<file path="config.mk">
export PLATFORM = sky130hd
export DESIGN_NAME = uart_rx
export DESIGN_NICKNAME = d
export VERILOG_FILES = /design/src/rtl/uart_pkg.sv /design/src/rtl/uart_rx_sync.sv /design/src/rtl/uart_rx.sv
export SDC_FILE = /design/constraint.sdc
export NUM_CORES = 1
export LEC_CHECK = 0
export ABC_AREA = 1
export CAP_MARGIN = 40
export CORE_MARGIN = 5
export CORE_UTILIZATION = 51
export DETAILED_ROUTE_END_ITERATION = 8
export PLACE_DENSITY = 0.84
export SYNTH_ARGS = -nofsm -noshare
export SYNTH_HDL_FRONTEND = slang
export SYNTH_HIERARCHICAL = 1
export SYNTH_SLANG_ARGS = --single-unit
</file>
<file path="constraint.sdc">
create_clock -name clk -period 1.6 [get_ports clk]
set_input_delay 0.16 -clock clk [delete_from_list [all_inputs] [get_ports clk]]
set_output_delay 0.16 -clock clk [all_outputs]
set_load 0.02 [all_outputs]
</file>
<file path="src/rtl/uart_pkg.sv">
`default_nettype none
// uart_pkg: FSM state encoding and default bit timing shared by the UART RX and TX sides.
// Macro UART_RX_PARITY_EN adds the PARITY state. Rev 1.0
package uart_pkg;

  localparam int UART_CLKS_PER_BIT = 868;

  typedef enum logic [2:0] {
    ST_IDLE   = 3'd0,
    ST_START  = 3'd1,
    ST_DATA   = 3'd2,
`ifdef UART_RX_PARITY_EN
    ST_PARITY = 3'd3,
`endif
    ST_STOP   = 3'd4
  } uart_state_t;

endpackage
`default_nettype wire

</file>
<file path="src/rtl/uart_rx_sync.sv">
`default_nettype none
// uart_rx_sync: two-flop synchronizer for the serial line, plus falling-edge detect. Rev 1.0
module uart_rx_sync (
  input  logic clk,
  input  logic rst,
  input  logic rx_raw,
  output logic rx_sync,
  output logic fall
);

  logic meta;
  logic sync;
  logic prev;

  // All three flops reset high so that an idle line never looks like an edge.
  always_ff @(posedge clk or posedge rst) begin
    if (rst) begin
      meta <= 1'b1;
      sync <= 1'b1;
      prev <= 1'b1;
    end else begin
      meta <= rx_raw;
      sync <= meta;
      prev <= sync;
    end
  end

  assign rx_sync = sync;
  assign fall    = prev & ~sync;

endmodule
`default_nettype wire

</file>
<file path="src/rtl/uart_rx.sv">
`default_nettype none
// uart_rx: mid-bit sampling UART receiver with a valid/ready output holding register.
// Macro UART_RX_PARITY_EN adds an even-parity bit check. Rev 1.0
module uart_rx
  import uart_pkg::*;
#(
  parameter int DATA_WIDTH   = 8,
  parameter int CLKS_PER_BIT = UART_CLKS_PER_BIT
) (
  input  logic                  clk,
  input  logic                  rst,
  input  logic                  rx_i,
  output logic [DATA_WIDTH-1:0] data_o,
  output logic                  valid_out,
  input  logic                  ready_out,
  output logic                  frame_err_o,
  output logic                  overrun_o,
  output logic                  parity_err_o
);

  localparam int CNT_W = $clog2(CLKS_PER_BIT);
  localparam int IDX_W = (DATA_WIDTH > 1) ? $clog2(DATA_WIDTH) : 1;
  localparam logic [CNT_W-1:0] HALF_LOAD = CNT_W'(CLKS_PER_BIT / 2 - 1);
  localparam logic [CNT_W-1:0] FULL_LOAD = CNT_W'(CLKS_PER_BIT - 1);
  localparam logic [IDX_W-1:0] LAST_IDX  = IDX_W'(DATA_WIDTH - 1);

  logic                  rx_sync;
  logic                  rx_fall;
  uart_state_t           state;
  logic [CNT_W-1:0]      cnt;
  logic [IDX_W-1:0]      idx;
  logic [DATA_WIDTH-1:0] shift;
`ifdef UART_RX_PARITY_EN
  logic                  parity_bad;
`endif

  uart_rx_sync u_sync (
    .clk     (clk),
    .rst     (rst),
    .rx_raw  (rx_i),
    .rx_sync (rx_sync),
    .fall    (rx_fall)
  );

  always_ff @(posedge clk or posedge rst) begin
    if (rst) begin
      state       <= ST_IDLE;
      cnt         <= '0;
      idx         <= '0;
      shift       <= '0;
      data_o      <= '0;
      valid_out   <= 1'b0;
      frame_err_o <= 1'b0;
      overrun_o   <= 1'b0;
`ifdef UART_RX_PARITY_EN
      parity_bad   <= 1'b0;
      parity_err_o <= 1'b0;
`endif
    end else begin
      frame_err_o <= 1'b0;
      overrun_o   <= 1'b0;
`ifdef UART_RX_PARITY_EN
      parity_err_o <= 1'b0;
`endif
      // A completing byte later in this block overrides this clear.
      if (valid_out && ready_out) begin
        valid_out <= 1'b0;
      end

      case (state)
        ST_IDLE: begin
          if (rx_fall) begin
            state <= ST_START;
            cnt   <= HALF_LOAD;
          end
        end

        ST_START: begin
          if (cnt != '0) begin
            cnt <= cnt - CNT_W'(1);
          end else if (rx_sync) begin
            state <= ST_IDLE;
          end else begin
            state <= ST_DATA;
            cnt   <= FULL_LOAD;
            idx   <= '0;
          end
        end

        ST_DATA: begin
          if (cnt != '0) begin
            cnt <= cnt - CNT_W'(1);
          end else begin
            shift <= {rx_sync, shift[DATA_WIDTH-1:1]};
            idx   <= idx + IDX_W'(1);
            cnt   <= FULL_LOAD;
            if (idx == LAST_IDX) begin
`ifdef UART_RX_PARITY_EN
              state <= ST_PARITY;
`else
              state <= ST_STOP;
`endif
            end
          end
        end

`ifdef UART_RX_PARITY_EN
        ST_PARITY: begin
          if (cnt != '0) begin
            cnt <= cnt - CNT_W'(1);
          end else begin
            parity_bad   <= (rx_sync != ^shift);
            parity_err_o <= (rx_sync != ^shift);
            cnt          <= FULL_LOAD;
            state        <= ST_STOP;
          end
        end
`endif

        ST_STOP: begin
          if (cnt != '0) begin
            cnt <= cnt - CNT_W'(1);
          end else begin
            state <= ST_IDLE;
            if (!rx_sync) begin
              frame_err_o <= 1'b1;
`ifdef UART_RX_PARITY_EN
            end else if (!parity_bad) begin
`else
            end else begin
`endif
              // The held byte wins if the consumer has not taken it yet.
              if (valid_out && !ready_out) begin
                overrun_o <= 1'b1;
              end else begin
                data_o    <= shift;
                valid_out <= 1'b1;
              end
            end
          end
        end

        default: state <= ST_IDLE;
      endcase
    end
  end

`ifndef UART_RX_PARITY_EN
  assign parity_err_o = 1'b0;
`endif

endmodule
`default_nettype wire
</file>
* After elaboration in Yosys (flattened, before gate mapping) *
Index checks and enable logic that the tools add are counted.

cells by class
  add/subtract/negate cells = 2
  equality and inequality tests = 12
  mux-type cells = 29
  bitwise logic cells = 4
  reduce and logical (&&, ||, !) cells = 12

operators with widths
  cell                     count
  $mux W10                 5
  $pmux W10 S4             1
  $mux W3                  8
  $ne A2 B2 Y1 const B     7
  $mux W1                  12
  $pmux W3 S4              1
  $reduce_and A4 Y1        3
  $reduce_bool A10 Y1      1
  $sub A10 B1 Y10 const B  1
  $eq A3 B3 Y1 const B     2
  $pmux W3 S2              1
  $reduce_and A5 Y1        1
  $reduce_bool A4 Y1       1
  $add A3 B1 Y3 const B    1
  $eq A3 B1 Y1 const B     1
  $eq A3 B2 Y1 const B     1
  $logic_not A3 Y1         1
  $ne A3 B3 Y1 const B     1
  $not A1 Y1               3
  $logic_and A1 B1 Y1      2
  $mux W2                  1
  $reduce_and A2 Y1        1
  $reduce_bool A2 Y1       1
  $and A1 B1 Y1            1
  $logic_not A1 Y1         1

word-level totals
  register bits = 38
  bits of input ports = 4
  output and inout port bits = 12
  word-level logic and storage cells = 70

* Longest topological paths before layout *
Gate-level depths: netlist of run 1.

  depth after elaboration = 6
  depth in mapped cells = 10
  mapped depth without buffers = 9

* By module *
Netlist of run 1, hierarchy kept.

modules (own cells, without submodules)
  module        times used  cells an instance  area each (um^2)  seq. area each (um^2)
  uart_rx       1           207                1839.3            875.8
  uart_rx_sync  1           6                  92.6              78.8

* Least setup slack after synthesis of run 1 *
Ideal clock, no wire load.

  kind = reg2reg
  start point = register cnt[0]
  end point = register data_o[3]
  setup time = 117 ps
  arrival time = 1492 ps
  required time = 1483 ps
  path slack = -9 ps
  cell stages (with the launch flop) = 11
  path buffers = 1
  clock period less this slack = 1609 ps
  cells stage by stage = dfrtp_1 > inv_1 > ha_1 > nand3_4 > nor2_8 > nand2_4 > nor2_4 > nand3_4 > buf_6 > nand2_2 > o21ai_2

on the way
  cells in the longest elaborated chain, start to end = 3

ends and longest elaborated chain
  what                         RTL line        RTL
  start: declaration           uart_rx.sv:30   logic [CNT_W-1:0] cnt;
  start signal: assignment     uart_rx.sv:80   cnt <= cnt - CNT_W'(1);
  start signal: assignment     uart_rx.sv:92   cnt <= cnt - CNT_W'(1);
  start signal: assignment     uart_rx.sv:122  cnt <= cnt - CNT_W'(1);
  $reduce_bool A10 Y1          uart_rx.sv:121  if (cnt != '0) begin
  $not A1 Y1 (no line)         n/a
  $reduce_and A4 Y1 (no line)  n/a
  end signal: assignment       uart_rx.sv:136  data_o <= shift;
  end: declaration             uart_rx.sv:13   output logic [DATA_WIDTH-1:0] data_o,

Every way passes these cells.
A chain may end at the register's enable or synchronous reset.

* Worst setup path after layout of run 1 *
  start point = register state[0]
  end point = register state[0]

on the way
  cells in the longest elaborated chain, start to end = 3
  elaborated cells between the ends (all ways) = 11

ends and longest elaborated chain
  what                                  RTL line       RTL
  start: declaration                    uart_rx.sv:29  uart_state_t state;
  start signal: assignment              uart_rx.sv:47  state <= ST_IDLE;
  start signal: assignment              uart_rx.sv:73  state <= ST_START;
  start signal: assignment              uart_rx.sv:82  state <= ST_IDLE;
  $eq A3 B2 Y1 (tied with other cells)  uart_rx.sv:70  case (state)
  $ne A2 B2 Y1 (no line)                n/a
  $reduce_and A5 Y1 (no line)           n/a

Several ways; a longest one is shown, not always the timed one.

==> results.yml, run 1 <==
sta:
  clock_skew_ns: 0.008301
  slew_viol_final: 0
  finalSetupViolCount: 0
  period_needed_ns: 1.593
  fin_crit_sh_pct: 99.54
  fin_ws_ns: 0.007287
  finalHoldViolCount: 0
  fmax_ghz: 0.6279
  rsz0062_at_grt: "true"
  tns_ns: 0
routing:
  dr.pass1.iters: 4
  drc_errors: 0
  drt_iter0_drc: 150
  drtAntennaViolNets: 0
  vias_per_cell: 5.375
  wl_um: 4337
  wl_per_cell_um: 14.65
  vias: 1591
pwr:
  peakVddDrop_v: 0.0005940
  p_leak_uw: 0.001122
  powerDensity_nw_per_um2: 1432
  power_uw: 3459
finish:
  n_antenna_cell: 0
  area_growth_pct: 25.06
  drive_gt1_share_pct: 28.63
  nets: 254
  postLayoutCellArea_um2: 2416
  fill_cells: 256
  final_util_pct: 65.99
global_routing:
  grt_usage_pct: 16.00
  antenna_found_initial: 0
  gr-total-overflow: 0
  grt_max_degree: 36
  grt_pass1_vias: 1406
  grt_first_pass_wirelength_um: 6361
floorplan:
  rows: 22
  die_h_um: 71.55
  die_w_um: 71.55
  dieArea_um2: 5119
  initial_core_util_pct: 52.77
  io_pins: 16
  core_area_um2: 3661
worst_setup_path:
  path_cells: "nor2_4 -> nand2_1 -> inv_4 -> nor2_2 -> inv_2 -> nand2_2 -> o2111ai_1 -> nand2_1"
  path_buf_inv: 2
  required_ns: 1.84
  crit_family: "simple AND/OR/NAND/NOR gates"
  endpoint_kind: "register"
  cp_max_fo: 7
  start_kind: "register"
  cp_data_arrival_time_ns: 1.83
  cp_slowest_cell: "dfrtp_1"
  slowest_delay_ns: 0.48
  worst-setup-path-type: "register to register"
  critical-path-top-cell-by-count: "nand2_1"
clock_network:
  cts_tree: "yes"
  cts_max_path_buffers: 2
  root_buffer: "clkbuf_8"
  path_clk_slew_ns: 0.07
  cts_inserted_buffers: 5
  clock_sinks: 38
  postCtsHoldBufs: 0
  insertion_delay_ns: 0.30
  cts-htree-levels: 2
logic_synthesis:
  ys_seq_area_share_pct: 49.42
  synth.top_cells.by_area: "dfrtp_1 45%, nand2_1 8.7%, inv_1 5.4%"
  synth-seq-cells: 38
  avgSynthCellArea_um2: 9.070
  yosys_warnings: 6
  synth_top_area_share_pct: 45.34
  netlist-cell-type-count: 31
  syn-num-nets: 220
  synthCells: 213
  synth_area_um2: 1932
  synth_top_cell_by_area: "dfrtp_1"
placed_design:
  gp_congestion: 0.8159
  dp_hpwl_um: 2500
  pre_cts_slack_ns: -0.03747
  placed_area_um2: 2165
  io_buffers: 14
job:
  drv_cap: 0
worst_hold_path:
  hp-class: "primary input to async pin"
outcome:
  outcome: "completed"
==> worst paths after layout <==
| kind | startpoint | endpoint | slack (ns) | cells past startpoint |
|---|---|---|---|---|
| setup / recovery | state[0] | state[0] | 0.007 | 8 |
| min in group clk | rx_i | u_sync/meta | 0.27 | 1 |
| hold reg to reg | u_sync/meta | u_sync/rx_sync | 0.36 | 0 |
| hold / removal | rst | u_sync/rx_sync | 0.23 | 2 |
| setup reg to reg | state[0] | state[0] | 0.007 | 8 |
| max in group asynchronous | rst | state[1] | 1.01 | 3 |
==> state kept, by name, indices dropped and copies added, names as in the netlist <==
name,cells
cnt,10
data_o,8
shift,8
idx,3
state,3
frame_err_o,1
overrun_o,1
u_sync/meta,1
u_sync/prev,1
u_sync/rx_sync,1
valid_out,1
==> cell type report <==
type                       count  area [µm²]  share of cell area [%]
clock inverter                 3       45.04                   1.864
sequential                    38       955.9                   39.56
tap                           48       60.06                   2.486
multi-input combinational    142       914.6                   37.86
timing repair buffer          27       245.2                   10.15
inverter                      33       126.4                   5.230
clock buffer                   5       68.82                   2.848
==> cell usage in the layout, fill, tap and decap left out, types with 7 or more instances in the layout <==
| cell | count |
|---|---|
| clkdlybuf4s50_1 | 14 |
| buf_4 | 11 |
| o21ai_2 | 9 |
| dfrtp_1 | 34 |
| nand2_1 | 45 |
| inv_2 | 7 |
| nor2_1 | 18 |
| inv_1 | 25 |
| o21ai_0 | 9 |
==> through the flow <==
| step | instances | hold WS, ns |
|---|---|---|
| floorplan | 213 | 0.09329 |
| global placement | 280 | 0.3458 |
| detailed placement | 280 | 0.3488 |
| CTS | 291 | 0.2357 |
| global route | 296 | 0.2530 |
| finish | 296 | 0.2293 |
==> cells by family (layout without fill, tap and decap cells) <==
family / Yosys count / in the layout / share of synthesized area (%)
AO/OA/AOI/OAI: 31 / 31 / 10.62
XOR/XNOR: 5 / 5 / 2.267
adder cells (fa/ha/maj): 3 / 3 / 1.943
buffers and inverters: 36 / 68 / 7.966
flip-flops: 38 / 38 / 49.42
other: 1 / 1 / 0.1941
AND/OR/NAND/NOR: 99 / 102 / 27.59
==> where the power goes <==
part | internal [µW] | leakage [µW] | switching, µW | total [µW]
combinational | 516 | 0.000577 | 905 | 1420
sequential | 1090 | 0.000494 | 131 | 1220
clock | 463 | 0.0000504 | 356 | 819
==> layer usage <==
metal	share of wire (%)	GRT usage, %	vias up
met5	0	0	-
met4	3.1	5.637	0
met3	6.7	4.769	16
met2	48	25.51	54
met1	42	20.70	769
li1	-	-	752
==> repair_timing <==
item / 4_1_cts / 5_1_grt
gates cloned: 1 / 2
endpoints found under the setup margin: 12 / 32
gates resized for setup: 1 / 17
buffers inserted: 2 / 3
pin swaps: 1 / 5
==> synth_stat cells, drive strengths merged <==
cell type  count
buf            3
nand3         11
o21bai         1
a21oi          1
inv           33
xor2           2
ha             3
nand2         52
nor3           2
o21ai         22
dfrtp         35
o22ai          2
a22oi          2
nand4          6
nor2          28
conb           1
xnor2          3
o2111ai        2
o31ai          1
dfstp          3
No activity file was read; power rests on OpenSTA's default activity.
==> run 2: changes to the inputs <==
Settings changed: CORE_ASPECT_RATIO set to 0.75.
==> run 2 against run 1 <==
Non-clock buffer count decreased by 2. Clock power fell by 19%. Sequential power about the same. Core utilization up 0.10 points. Die area rose by 0.25%. Largest cell class unchanged.
==> results.yml, run 2 (synthesized netlist as in run 1, its figures left out) <==
routing:
  vias: 1551
  drtAntennaViolNets: 0
  wl_um: 4201
  drc_errors: 0
  wl_per_cell_um: 14.05
  dr.pass1.iters: 4
  vias_per_cell: 5.187
  drt_iter0_drc: 134
floorplan:
  die_w_um: 81.07
  dieArea_um2: 5131
  io_pins: 16
  core_area_um2: 3661
  initial_core_util_pct: 52.77
  die_h_um: 63.30
  rows: 19
global_routing:
  gr-total-overflow: 0
  grt_pass1_vias: 1520
  grt_first_pass_wirelength_um: 7120
  grt_max_degree: 36
  grt_usage_pct: 18.09
  antenna_found_initial: 0
sta:
  tns_ns: 0
  clock_skew_ns: 0.008804
  fmax_ghz: 0.6300
  rsz0062_at_grt: "true"
  finalSetupViolCount: 0
  slew_viol_final: 0
  period_needed_ns: 1.587
  fin_crit_sh_pct: 99.21
  finalHoldViolCount: 0
  fin_ws_ns: 0.01260
worst_setup_path:
  path_buf_inv: 2
  path_cells: "inv_2 -> ha_4 -> nand3_4 -> nor2_8 -> buf_6 -> nand4_1 -> nand2_2 -> a22oi_2"
  worst-setup-path-type: "register to register"
  slowest_delay_ns: 0.38
  start_kind: "register"
  cp_slowest_cell: "dfrtp_1"
  cp_max_fo: 5
  crit_family: "simple AND/OR/NAND/NOR gates"
  required_ns: 1.75
  cp_data_arrival_time_ns: 1.74
  endpoint_kind: "register"
pwr:
  peakVddDrop_v: 0.0009096
  clock_power_share_pct: 20.3
  seqPwrFrac_pct: 37.8
  intPower_uw: 1928
  power_switching_uw: 1339
  switching_share_pct: 40.99
  powerDensity_nw_per_um2: 1350
  p_leak_uw: 0.001116
  pwr-share-comb_pct: 41.9
finish:
  largest-register: "cnt"
  mostFrequentLayoutCells: "38 x nand2_1, 34 x dfrtp_1, 25 x inv_1"
  final_common_cell: "nand2_1"
  nets: 253
  largestRegisters: "cnt x10, data_o x8, shift x8"
  postLayoutCellArea_um2: 2420
  n_antenna_cell: 0
  largest_reg_flops: 10
  drive_gt1_share_pct: 30.77
  area_growth_pct: 25.26
clock_network:
  root_buffer: "clkbuf_8"
  cts-htree-levels: 2
  cts_tree: "yes"
  cts_max_path_buffers: 2
  cts_inserted_buffers: 5
  path_clk_slew_ns: 0.07
  clock_sinks: 38
  insertion_delay_ns: 0.28
outcome:
  outcome: "completed"
placed_design:
  io_buffers: 14
  dp_hpwl_um: 2812
  gp_congestion: 0.8404
  pre_cts_slack_ns: -0.08637
  placed_area_um2: 2162
job:
  drv_cap: 0
worst_hold_path:
  hp-class: "primary input to async pin"
[run 2: worst register-to-register path, delay by kind of cell (launching register included)]
kind | cells | cell delay (ns)
flip-flops | 1 | 0.38
buffers and inverters | 2 | 0.21
AO/OA/AOI/OAI | 1 | 0.08
AND/OR/NAND/NOR | 4 | 0.64
adder cells (fa/ha/maj) | 1 | 0.15
[run 2: power groups by stage]
stage               sequential, µW  combinational [µW]  clock, µW
detailed placement            1230                1180          0
floorplan                     1200                 892          0
global placement              1220                1140          0
global route                  1250                1530        731
CTS                           1210                1240        680
finish                        1230                1370        665
[run 2: path summary, 6_finish.rpt]
path                            slack (ns)  depth (start not counted)         from              to
worst min-delay path                  0.25                          2          rst  u_sync/rx_sync
worst min register to register        0.35                          0  u_sync/meta  u_sync/rx_sync
worst max register to register        0.01                          8       cnt[0]          cnt[8]
min in group clk                      0.29                          1         rx_i     u_sync/meta
max in group asynchronous             0.96                          3          rst          cnt[5]
worst max-delay path                  0.01                          8       cnt[0]          cnt[8]
[run 2: cell type report]
class	instances	area (µm²)
clock inverters	1	5.005
inverters	33	128.9
well taps	52	65.06
clock buffers	7	86.33
multi-input cells	143	948.4
fillers	302	1241
flip-flops and latches	38	955.9
repair buffers	25	230.2
[run 2: timing repair]
| item | in CTS | in global routing |
|---|---|---|
| resized for setup | 6 | 23 |
| pin swaps | 4 | 9 |
| buffers inserted | 1 | 3 |
| endpoints found under the setup margin | 21 | 32 |
| hold endpoints to repair | 0 | 0 |
| hold buffers | 0 | 0 |
| cloned | 3 | 1 |
[run 2: through the flow]
step,power (µW),util [%],hold slack [ns],cells
after floorplan,2089,-,0.09329,213
after global placement,2354,59.06,0.3468,283
after detailed placement,2409,59.06,0.3491,283
after CTS,3129,63.29,0.2504,295
after global routing,3510,66.10,0.2682,299
final,3268,66.10,0.2453,299
[run 2: routing by layer]
layer / share of wire (%) / GRT usage (%) / vias up
met5: 0 / 0 / -
met4: 0.50 / 5.696 / 0
met2: 46 / 26.23 / 45
met1: 47 / 26.37 / 749
met3: 6.2 / 4.558 / 2
li1: - / - / 755
==> run 3: changes to the inputs <==
Settings changed: CORE_MARGIN 5 to not set.
==> run 3 against run 2 <==
Via count increased by 3.0%. Core utilization increased by 4.2 points. Largest power group unchanged. Sequential power is essentially flat. Die area shrank 21%. Final cell count grew 1.3%. Count of clock-buffer cells in the layout unchanged. Final area up 0.10%. Maximum frequency rose by 1.4%. Flip-flop and latch count unchanged. First-iteration DRC count down 40%. Largest cell class unchanged. Sequential share of layout area is 0.063 points higher. Clock skew fell by 0.0021 ns.
==> results.yml, run 3 (synthesized netlist as in run 1, its figures left out) <==
pwr:
  powerDensity_nw_per_um2: 1350
  pwr-share-comb_pct: 42.0
  seqPwrFrac_pct: 37.5
  peakVddDrop_v: 0.0008452
  switching_share_pct: 40.58
  clock_power_share_pct: 20.5
  intPower_uw: 1943
  p_leak_uw: 0.001132
  power_switching_uw: 1327
clock_network:
  postCtsHoldBufs: 0
  root_buffer: "clkbuf_8"
  path_clk_slew_ns: 0.07
  cts_tree: "yes"
  cts-htree-levels: 2
  clock_sinks: 38
  cts_max_path_buffers: 2
  cts_inserted_buffers: 5
  insertion_delay_ns: 0.29
outcome:
  outcome: "completed"
placed_design:
  io_buffers: 14
  dpl.cell_count: 281
  dp_hpwl_um: 2637
  placed_area_um2: 2160
  pre_cts_slack_ns: -0.04905
  gp_congestion: 0.8871
worst_setup_path:
  required_ns: 1.82
  endpoint_kind: "register"
  cp_data_arrival_time_ns: 1.79
  start_kind: "register"
  cp_max_fo: 6
  worst-setup-path-type: "register to register"
finish:
  area_growth_pct: 25.39
  n_antenna_cell: 0
  final_common_cell: "nand2_1"
  mostFrequentLayoutCells: "44 x nand2_1, 32 x dfrtp_1, 25 x inv_1"
  final_util_pct: 70.30
  layout.cells.non_filler: 303
  postLayoutCellArea_um2: 2422
  largest_reg_flops: 10
  largestRegisters: "cnt x10, data_o x8, shift x8"
  drive_gt1_share_pct: 29.64
  nets: 259
  largest-register: "cnt"
global_routing:
  grt_usage_pct: 21.02
  antenna_found_initial: 0
  gr-total-overflow: 0
  grt_first_pass_wirelength_um: 6334
  grt_max_degree: 36
  grt_pass1_vias: 1384
floorplan:
  rows: 18
  die_h_um: 55.30
  die_w_um: 73.07
  dieArea_um2: 4040
  core_area_um2: 3446
  io_pins: 16
  initial_core_util_pct: 56.06
job:
  drv_cap: 0
sta:
  fin_ws_ns: 0.03418
  slew_viol_final: 0
  period_needed_ns: 1.566
  tns_ns: 0
  clock_skew_ns: 0.006662
  finalHoldViolCount: 0
  finalSetupViolCount: 0
  fin_crit_sh_pct: 97.86
  rsz0062_at_grt: "true"
  fmax_ghz: 0.6386
routing:
  drtAntennaViolNets: 0
  vias_per_cell: 5.274
  dr.pass1.iters: 4
  wl_per_cell_um: 13.90
  drc_errors: 0
  vias: 1598
  wl_um: 4211
  drt_iter0_drc: 81
worst_hold_path:
  hp-class: "primary input to async pin"
run 3: cell types whose count changed in the layout (fill, tap and decap cells not counted), sizes merged:
cell and change:
buf +6
run 3: path summary, 6_finish.rpt:
path,from,end,slack (ns),depth (start not counted)
worst min-delay path,rst,u_sync/rx_sync,0.26,2
max in group asynchronous,rst,cnt[4],0.97,3
worst max register to register,state[2],cnt[7],0.03,7
worst min register to register,u_sync/meta,u_sync/rx_sync,0.36,0
worst max-delay path,state[2],cnt[7],0.03,7
min in group clk,rx_i,u_sync/meta,0.27,1
run 3: critical path, cell delays in order (launching register included):
cell     delay, ns
dfrtp_1       0.40
inv_1         0.16
nand3_1       0.17
nand2_2       0.19
o21ai_2       0.10
nor2_2        0.29
nor2_1        0.07
nor2_1        0.11
run 3: cell type report:
class                           instances  area, µm²
Clock buffer                            7      86.33
Multi-Input combinational cell        143      912.1
Fill cell                             257       1023
Inverter                               33      126.4
Timing Repair Buffer                   31      271.5
Sequential cell                        38      958.4
Tap cell                               50      62.56
Clock inverter                          1      5.005
run 3: routing by layer:
layer  part of all wire (%)  GRT usage [%]
met4                    1.8          9.244
met5                      0              0
met1                     45          30.08
met2                     45          29.23
met3                    7.5          6.387
run 3: power by group through the flow:
stage | registers (µW) | logic, µW | clock network [µW]
floorplan | 1200 | 892 | 0
global placement | 1220 | 1140 | 0
detailed placement | 1220 | 1170 | 0
CTS | 1200 | 1200 | 685
global route | 1240 | 1510 | 725
finish | 1230 | 1370 | 671
run 3: stage by stage:
stage / hold slack [ns] / total power (µW)
finish: 0.2602 / 3269
global route: 0.2620 / 3479
CTS: 0.2654 / 3084
detailed placement: 0.3476 / 2387
global placement: 0.3462 / 2354
floorplan: 0.09329 / 2089
run 3: timing repair:
item / CTS / global route
setup endpoints to repair: 10 / 32
resized for setup: 3 / 13
cloned: 1 / 3
pin swaps: 1 / 6
buffers inserted: 0 / 10
